--- src/rtl/c2f_chunk_streamer_if.sv ---
// Port bundle for the CPU->FPGA chunk streamer: ring pointers, chunk RAM read port,
// 64-bit output stream, acknowledge/count outputs and FSM debug taps.
interface c2f_chunk_streamer_if #(
   parameter int PTR_NBITS    = 2,
   parameter int OFFSET_NBITS = 4
);
   logic [PTR_NBITS-1:0]    wrPtr_in;
   logic [PTR_NBITS-1:0]    rdPtr_in;
   logic                    dtAck_out;
   logic [OFFSET_NBITS-1:0] rdOffset_out;
   logic [63:0]             rdData_in;
   // Stream: a word moves on every cycle where valid_out && ready_in; once valid_out
   // is high it stays high and data_out stays fixed until that word is taken.
   logic [63:0]             data_out;
   logic                    valid_out;
   logic                    ready_in;
   logic [31:0]             chunkCount_out;
   logic [2:0]              dbgState_out;
   logic [1:0]              dbgFill_out;

   modport master (
      input  wrPtr_in, rdPtr_in, rdData_in, ready_in,
      output dtAck_out, rdOffset_out, data_out, valid_out, chunkCount_out,
      dbgState_out, dbgFill_out
   );

   modport slave (
      output wrPtr_in, rdPtr_in, rdData_in, ready_in,
      input  dtAck_out, rdOffset_out, data_out, valid_out, chunkCount_out,
      dbgState_out, dbgFill_out
   );
endinterface

--- src/rtl/c2f_chunk_streamer.sv ---
// Drains filled ring chunks word-by-word from the synchronous chunk RAM into a
// 64-bit valid/ready stream through a 2-entry FIFO, acking each chunk once emptied.
module c2f_chunk_streamer #(
   parameter int          PTR_NBITS    = 2,
   parameter int          OFFSET_NBITS = 4,
   // reset value of the ack counter; nonzero only to exercise the wrap path early
   parameter logic [31:0] COUNT_INIT   = 32'd0
) (
   input logic                  clk_in,
   input logic                  reset_in,
   c2f_chunk_streamer_if.master bus
);
   typedef enum logic [2:0] {
      IDLE   = 3'd0,
      FETCH  = 3'd1,
      DRAIN  = 3'd2,
      ACK    = 3'd3,
      SETTLE = 3'd4
   } state_t;

   localparam logic [OFFSET_NBITS-1:0] LAST_OFFSET = '1;
   localparam logic [OFFSET_NBITS-1:0] OFFSET_ONE  = OFFSET_NBITS'(1);

   state_t                  state;
   logic [OFFSET_NBITS-1:0] rdOffset;
   logic                    inFlight;
   logic [63:0]             fifoMem [2];
   logic                    wrIdx;
   logic                    rdIdx;
   logic [1:0]              fill;
   logic                    dtAck;
   logic [31:0]             chunkCount;

   logic                    chunkAvail;
   logic                    pop;
   logic                    issue;
   logic [2:0]              budget;

   // A read is only issued when its word is guaranteed a FIFO slot on capture.
   always_comb begin
      chunkAvail = (bus.wrPtr_in != bus.rdPtr_in);
      pop        = (fill != 2'd0) && bus.ready_in;
      budget     = {1'b0, fill} + {2'b00, inFlight} - {2'b00, pop};
      issue      = (state == FETCH) && (budget < 3'd2);
   end

   always_ff @(posedge clk_in or posedge reset_in) begin
      if (reset_in) begin
         state      <= IDLE;
         rdOffset   <= '0;
         inFlight   <= 1'b0;
         fifoMem[0] <= '0;
         fifoMem[1] <= '0;
         wrIdx      <= 1'b0;
         rdIdx      <= 1'b0;
         fill       <= 2'd0;
         dtAck      <= 1'b0;
         chunkCount <= COUNT_INIT;
      end else begin
         dtAck    <= 1'b0;
         inFlight <= issue;
         if (inFlight) begin
            fifoMem[wrIdx] <= bus.rdData_in;
            wrIdx          <= ~wrIdx;
         end
         if (pop) begin
            rdIdx <= ~rdIdx;
         end
         fill <= fill + {1'b0, inFlight} - {1'b0, pop};

         case (state)
            IDLE: begin
               rdOffset <= '0;
               if (chunkAvail) begin
                  state <= FETCH;
               end
            end
            FETCH: begin
               if (issue) begin
                  rdOffset <= rdOffset + OFFSET_ONE;
                  if (rdOffset == LAST_OFFSET) begin
                     state <= DRAIN;
                  end
               end
            end
            DRAIN: begin
               if ((fill == 2'd0) && !inFlight) begin
                  state      <= ACK;
                  dtAck      <= 1'b1;
                  chunkCount <= chunkCount + 32'd1;
               end
            end
            ACK: begin
               state <= SETTLE;
            end
            SETTLE: begin
               // rdPtr_in advances during this cycle, so IDLE sees the new pointer
               state <= IDLE;
            end
            default: begin
               state <= IDLE;
            end
         endcase
      end
   end

   always_comb begin
      bus.dtAck_out      = dtAck;
      bus.rdOffset_out   = rdOffset;
      bus.data_out       = fifoMem[rdIdx];
      bus.valid_out      = (fill != 2'd0);
      bus.chunkCount_out = chunkCount;
      bus.dbgState_out   = state;
      bus.dbgFill_out    = fill;
   end
endmodule

--- src/flat_wrapper.sv ---
// flat-port wrapper written by rule: the top's interface ports become plain ports
module c2f_chunk_streamer_flat 
#(
   parameter int          PTR_NBITS    = 2,
   parameter int          OFFSET_NBITS = 4,
                                                                                  
   parameter logic [31:0] COUNT_INIT   = 32'd0
)
  (clk_in, reset_in, bus_wrPtr_in, bus_rdPtr_in, bus_rdData_in, bus_ready_in, bus_dtAck_out, bus_rdOffset_out, bus_data_out, bus_valid_out, bus_chunkCount_out, bus_dbgState_out, bus_dbgFill_out);
  c2f_chunk_streamer_if #(.PTR_NBITS(PTR_NBITS), .OFFSET_NBITS(OFFSET_NBITS)) bus_i ();
  input logic clk_in;
  input logic reset_in;
  input wire logic [$bits(bus_i.wrPtr_in)-1:0] bus_wrPtr_in;
  input wire logic [$bits(bus_i.rdPtr_in)-1:0] bus_rdPtr_in;
  input wire logic [$bits(bus_i.rdData_in)-1:0] bus_rdData_in;
  input wire logic [$bits(bus_i.ready_in)-1:0] bus_ready_in;
  output wire logic [$bits(bus_i.dtAck_out)-1:0] bus_dtAck_out;
  output wire logic [$bits(bus_i.rdOffset_out)-1:0] bus_rdOffset_out;
  output wire logic [$bits(bus_i.data_out)-1:0] bus_data_out;
  output wire logic [$bits(bus_i.valid_out)-1:0] bus_valid_out;
  output wire logic [$bits(bus_i.chunkCount_out)-1:0] bus_chunkCount_out;
  output wire logic [$bits(bus_i.dbgState_out)-1:0] bus_dbgState_out;
  output wire logic [$bits(bus_i.dbgFill_out)-1:0] bus_dbgFill_out;
  assign bus_i.wrPtr_in = bus_wrPtr_in;
  assign bus_i.rdPtr_in = bus_rdPtr_in;
  assign bus_i.rdData_in = bus_rdData_in;
  assign bus_i.ready_in = bus_ready_in;
  assign bus_dtAck_out = bus_i.dtAck_out;
  assign bus_rdOffset_out = bus_i.rdOffset_out;
  assign bus_data_out = bus_i.data_out;
  assign bus_valid_out = bus_i.valid_out;
  assign bus_chunkCount_out = bus_i.chunkCount_out;
  assign bus_dbgState_out = bus_i.dbgState_out;
  assign bus_dbgFill_out = bus_i.dbgFill_out;
  c2f_chunk_streamer #(.PTR_NBITS(PTR_NBITS), .OFFSET_NBITS(OFFSET_NBITS), .COUNT_INIT(COUNT_INIT)) u_core (.clk_in(clk_in), .reset_in(reset_in), .bus(bus_i));
endmodule
--- config.mk ---
export PLATFORM = sky130hd
export DESIGN_NAME = c2f_chunk_streamer_flat
export DESIGN_NICKNAME = d
export VERILOG_FILES = /design/src/rtl/c2f_chunk_streamer_if.sv /design/src/rtl/c2f_chunk_streamer.sv /design/src/flat_wrapper.sv
export SDC_FILE = /design/constraint.sdc
export NUM_CORES = 1
export LEC_CHECK = 0
export CORE_MARGIN = 3
export CORE_UTILIZATION = 45
export CTS_CLUSTER_SIZE = 12
export DETAILED_ROUTE_END_ITERATION = 6
export PLACE_DENSITY = 0.72
export SKIP_CTS_REPAIR_TIMING = 1
export SYNTH_ARGS = -nofsm -noshare
export SYNTH_HDL_FRONTEND = slang
export SYNTH_SLANG_ARGS = --single-unit
--- constraint.sdc ---
create_clock -name clk_in -period 7.2 [get_ports clk_in]
set_clock_uncertainty 0.15 [all_clocks]
set_input_delay 0.72 -clock clk_in [delete_from_list [all_inputs] [get_ports clk_in]]
set_output_delay 0.72 -clock clk_in [all_outputs]
set_load 0.005 [all_outputs]
* Word level (Yosys, flattened, before mapping) *
Cells that the tools add are included.

storage, ports and cells
  logic and storage cells = 60
  output and inout bits = 107
  bits in registers = 173

operators by class
  magnitude comparators = 4
  equality and inequality tests = 9
  reductions and logical operators = 12
  mux-type cells = 15
  bitwise logic cells = 4
  $add $sub $neg = 6

operator list
  operator                 number
  $mux W64                 4
  $bwmux W128              1
  $demux W64 S1            1
  $add A32 B1 Y32 const B  1
  $mux W3                  4
  $pmux W3 S4              1
  $pmux W4 S2              1
  $eq A3 B2 Y1 const B     2
  $ne A2 B1 Y1 const B     3
  $add A4 B1 Y4 const B    1
  $eq A4 B4 Y1 const B     1
  $ge A2 B2 Y1 const B     2
  $logic_and A1 B1 Y1      4
  $mux W4                  1
  $not A1 Y2               2
  $reduce_and A2 Y1        2
  $reduce_and A4 Y1        1
  $reduce_bool A2 Y1       2
  $add A2 B1 Y3            1
  $eq A3 B1 Y1 const B     1
  $logic_not A3 Y1         1
  $lt A3 B2 Y1 const B     1
  $sub A3 B1 Y3            1
  $add A2 B1 Y2            1
  other kinds (8)          10

* Depth between registers and ports, before layout *
  depth in word-level cells = 7
  depth in mapped cells = 11
  mapped depth without buffers = 11

* Worst setup path after synthesis *
No wires, ideal clock.

  kind = input to register
  start point = input port bus_ready_in
  end point = register u_core.rdOffset[2], in the netlist u_core.bus.rdOffset_out[2]
  arrival time = 2.814 ns
  library setup time = 0.079 ns
  stages = 9
  required time = 6.971 ns
  slack = 4.157 ns
  cell sequence = and2_1 ha_1 inv_1 ha_1 fa_1 xnor2_1 nor3_1 mux2_2 mux2i_1

on the way
  cells in the longest elaborated chain, start to end = 6

RTL lines
  item                                RTL line                  source
  start: declaration                  flat_wrapper.sv:16        input wire logic [$bits(bus_i.ready_in)-1:0] bus_ready_in;
  $logic_and A1 B1 Y1                 c2f_chunk_streamer.sv:42  pop = (fill != 2'd0) && bus.ready_in;
  $sub A3 B1 Y3                       c2f_chunk_streamer.sv:43  budget = {1'b0, fill} + {2'b00, inFlight} - {2'b00, pop};
  $lt A3 B2 Y1                        c2f_chunk_streamer.sv:44  issue = (state == FETCH) && (budget < 3'd2);
  $logic_and A1 B1 Y1                 c2f_chunk_streamer.sv:44
  net u_core.issue                    c2f_chunk_streamer.sv:36  logic issue;
  $ne A2 B1 Y1 (no source line)       -
  $reduce_and A2 Y1 (no source line)  -
  end signal: assignment              c2f_chunk_streamer.sv:80  rdOffset <= rdOffset + OFFSET_ONE;
  end: declaration                    c2f_chunk_streamer.sv:25  logic [OFFSET_NBITS-1:0] rdOffset;

The timed path passes the listed nets, and every way through them passes these cells.
A chain may end at the register's enable or synchronous reset.

* Final worst setup path *
  start point = register u_core.rdIdx
  end point = output port bus_data_out[58]

on the way
  cells in the longest elaborated chain, start to end = 4

RTL lines
  item                                         RTL line                   source
  start: declaration                           c2f_chunk_streamer.sv:29   logic rdIdx;
  start signal: assignment                     c2f_chunk_streamer.sv:67   rdIdx <= ~rdIdx;
  $not A1 Y2 (implied by the code)             c2f_chunk_streamer.sv:110  bus.data_out = fifoMem[rdIdx];
  $mux W64 (implied by the code) (3 in a row)  c2f_chunk_streamer.sv:110
  end: declaration                             flat_wrapper.sv:19         output wire logic [$bits(bus_i.data_out)-1:0] bus_data_out;

Every way passes these cells. The select of a mux whose other input is x is not followed.

==> metrics.md <==
| Metric | Value |
|---|---|
| R2r setup slk | `roughly 3.9 ns` |
| Vias | `a little under 5000` |
| Horiz. Die Dim | `about 140 µm` |
| Type of origin of the critical path | `flip-flop` |
| Post-synthesis instance total | `about 530` |
| FF-to-FF path depth | `11` |
| Critical path, cell by cell | `buf_4 > mux2_2 > clkdlybuf4s50_1` |
| DRC Markers | `0` |
| Router iterations before antenna repair | `4` |
| Slew Viols, Final | `0` |
| VDD IR max | `roughly 0.00024 V` |
| Initial core utilization | `0.468` |
| Clk Latency, worst-skew pair | `approximately 0.42 ns` |
| Full die area | `around 18000 µm²` |
| Synth top area cells | `dfrtp_1 57%, mux2_2 29%, xnor2_1 3.5%` |
| Final core occ | `0.630` |
| Remaining global-route overflow | `0` |
| Pleak | `between 4 and 5 nW` |
| RSZ-0062 raised after global routing | `no` |
| # IOs | `approximately 180` |
| Final hold vios | `0` |
| CP max stage delay | `between 0.6 and 0.7 ns` |
| Post-DRT Antenna Nets | `0` |
| Min Tclk post-route | `around 3.4 ns` |
| Core area | `between 15000 and 20000 µm²` |
| CP endpoint kind | `primary output` |
| Placer Congestion | `between 0.8 and 0.9` |
| Mapped Nets | `around 610` |
| CTS tree | `built` |
| FF+latch count, synth | `between 150 and 200` |
| Site Rows | `46` |
| Final nets | `between 700 and 800` |
| Setup ws final | `3.78 ns` |
| Run status | `completed` |
| Top cell type by total area after synthesis | `dfrtp_1` |
| Terminus of the critical flop-to-flop path | `u_core.bus.rdOffset_out[2]$_DFFE_PP0P_` |
| Crit path buf inv count | `2` |
| Post-synth ARST share | `1.00` |
| Worst EP required | `roughly 6.3 ns` |
| CTS Buf Count | `17` |
| Filler cell count | `1212` |
| # diodes | `0` |
| Largest net degree at the start of global routing | `~120` |
| CTS sink count | `approximately 170` |
| P&R area growth vs syn | `34.7%` |
| RR Startpoint | `u_core.bus.dbgFill_out[1]$_DFF_PP0_` |
| Cell area after synthesis | `between 7000 and 8000 µm²` |
| Wire length per cell | `17.8 µm` |
| Max_cap viols | `0` |
| Most frequent cell after synthesis | `mux2_2` |
| 1st-iter DRT viols | `216` |
| DP Worst Slack | `3.53 ns` |
| I/O Buffers | `about 180` |
| Critical path type | `flip-flop to primary output` |
| GRT Util Overall | `0.187` |
| P per Cell Area | `about 420 nW/µm²` |
| Synth top cells by count | `195 x mux2_2, 173 x dfrtp_1, 30 x xnor2_1` |
| Clock buffer depth | `2` |
| Share of the synthesized area in the top cell type | `0.572` |
| Vias in the first global route | `5386` |
| Crit-path leading delay family | `buffers and inverters` |
| First-pass GRT wire length | `27400 µm` |
| Final Setup Violations | `0` |
| Routed WL | `~17000 µm` |
| Share of cells above drive strength 1 | `0.333` |
| Crit Path Max Fanout | `slightly below 60` |
| Die height | `136 µm` |
| Total power | `4.33 mW` |
| Worst Hold Endpoint | `u_core.bus.chunkCount_out[31]$_DFFE_PP0P_` |
| Via density | `approximately 5.2` |
| Setup TNS | `0 ns` |
| Max-slew headroom | `0.290` |
| Worst-Margin Slew | `roughly 1.1 ns` |
| EDFF count, synth | `0` |
| FMAX | `0.292 GHz` |
| Syn Area/Cell | `roughly 14 µm²` |
| Initial antenna violation count | `1` |
| Min-Delay Startpoint | `u_core.bus.chunkCount_out[31]$_DFFE_PP0P_` |
| Number of distinct library cells after synthesis | `31` |
| Hold WC Path Type | `flip-flop to flip-flop` |
| Tcrit/Tclk final | `0.475` |
| Slowest CP cell | `buf_4` |
| Dpl hpwl | `~11000 µm` |
| Post-synth top flop | `dfrtp_1` |
| Hold Path Cell Cnt | `1` |
| Root Driver | `clkbuf_16` |
| Ys Warns | `0` |
| H-tree depth | `4` |
| Clk slew on worst S/H paths | `about 0.06 ns` |
| Arrival @ worst endpoint | `between 2 and 3 ns` |
| Seq/Total Area, Yosys | `0.572` |
==> worst register-to-register path, cell delays in order (launching register included) <==
cell and delay, ns:
dfrtp_1 0.43, inv_1 0.14, nand2_1 0.08, and2_1 0.18
ha_1 0.28, inv_1 0.04, ha_1 0.18, fa_1 0.39
xnor2_1 0.18, nor3_1 0.60, mux2_2 0.41, mux2i_1 0.12
==> per-layer routing <==
metal / GRT usage / part of all wire
met2: 0.295 / 0.46
met3: 0.0568 / 0.077
met1: 0.251 / 0.45
met5: 0 / 0.00078
met4: 0.0566 / 0.014
==> power breakdown <==
| group | total [mW] | internal, mW | switching (mW) | leakage [nW] |
|---|---|---|---|---|
| combinational | 1.81 | 1.19 | 0.612 | 1.83 |
| sequential | 1.58 | 1.37 | 0.207 | 2.11 |
| clock | 0.944 | 0.576 | 0.368 | 0.297 |
| total | 4.33 | 3.14 | 1.19 | 4.24 |
==> cell families after synthesis <==
family | after synthesis | share of synthesized area
and+or+nand+nor | 83 | 0.0653
DFF | 173 | 0.572
xor gates and xnor gates | 36 | 0.0417
AOI/OAI and AO/OA | 5 | 0.00397
muxes | 196 | 0.291
adders and majority gates | 5 | 0.00926
buffers and inverters | 31 | 0.0164
==> cell type report <==
| type | instances | area [µm²] | area share |
|---|---|---|---|
| clock inverter | 8 | 104 | 0.0102 |
| sequential | 173 | 4330 | 0.425 |
| tap | 216 | 270 | 0.0265 |
| inverter | 8 | 35.0 | 0.00344 |
| timing repair buffer | 182 | 1810 | 0.177 |
| clock buffer | 24 | 522 | 0.0512 |
| multi-input combinational | 325 | 3130 | 0.307 |
==> state kept, by name, summed over array words and instances (netlist names) <==
name,flops
u_core.fifoMem,128
u_core.bus.rdOffset_out,4
u_core.bus.chunkCount_out,32
u_core.bus.dbgState_out,3
u_core.bus.dbgFill_out,2
u_core.wrIdx,1
u_core.rdIdx,1
u_core.inFlight,1
u_core.bus.dtAck_out,1
==> cells in the final DEF, fill, tap and decap left out, types with 2 or more instances in the layout <==
cell / netlist / final
and3_1: 6 / 6
nand3_1: 12 / 12
nor2_1: 9 / 9
xor2_1: 6 / 6
xnor2_1: 30 / 30
ha_1: 4 / 4
clkbuf_8: 0 / 7
and4_1: 2 / 2
mux2_2: 195 / 195
buf_4: 0 / 5
inv_1: 8 / 7
clkbuf_16: 0 / 17
dfrtp_1: 173 / 172
and2_1: 3 / 3
nand2_1: 12 / 11
bufinv_16: 0 / 2
clkinvlp_4: 0 / 4
a21oi_1: 2 / 2
nand4_1: 19 / 19
nor3_1: 7 / 7
nand4b_1: 2 / 2
nand2b_1: 2 / 2
clkdlybuf4s50_1: 0 / 177
nor4_4: 2 / 2
==> through the flow <==
stage	hold WS, ns	area, µm²	std cells
finish	0.339	10200	936
global route	0.364	10200	936
CTS	0.336	10200	936
detailed placement	0.320	9570	904
global placement	0.315	9570	904
floorplan	0.313	7570	529
==> how the worst max path moves through the flow <==
stage / startpoint / endpoint / slack, ns / cells past startpoint
finish: u_core.rdIdx$_DFFE_PP0P_ / bus_data_out[58] / 3.78 / 3
global route: u_core.rdIdx$_DFFE_PP0P_ / bus_data_out[58] / 3.69 / 3
CTS: u_core.rdIdx$_DFFE_PP0P_ / bus_data_out[26] / 3.76 / 3
detailed placement: bus_ready_in / u_core.bus.rdOffset_out[2]$_DFFE_PP0P_ / 3.53 / 10
global placement: bus_ready_in / u_core.bus.rdOffset_out[2]$_DFFE_PP0P_ / 3.66 / 10
floorplan: reset_in / u_core.bus.chunkCount_out[0]$_DFFE_PP0P_ / 1.64 / 1
No activity file was read; power rests on OpenSTA's default activity.
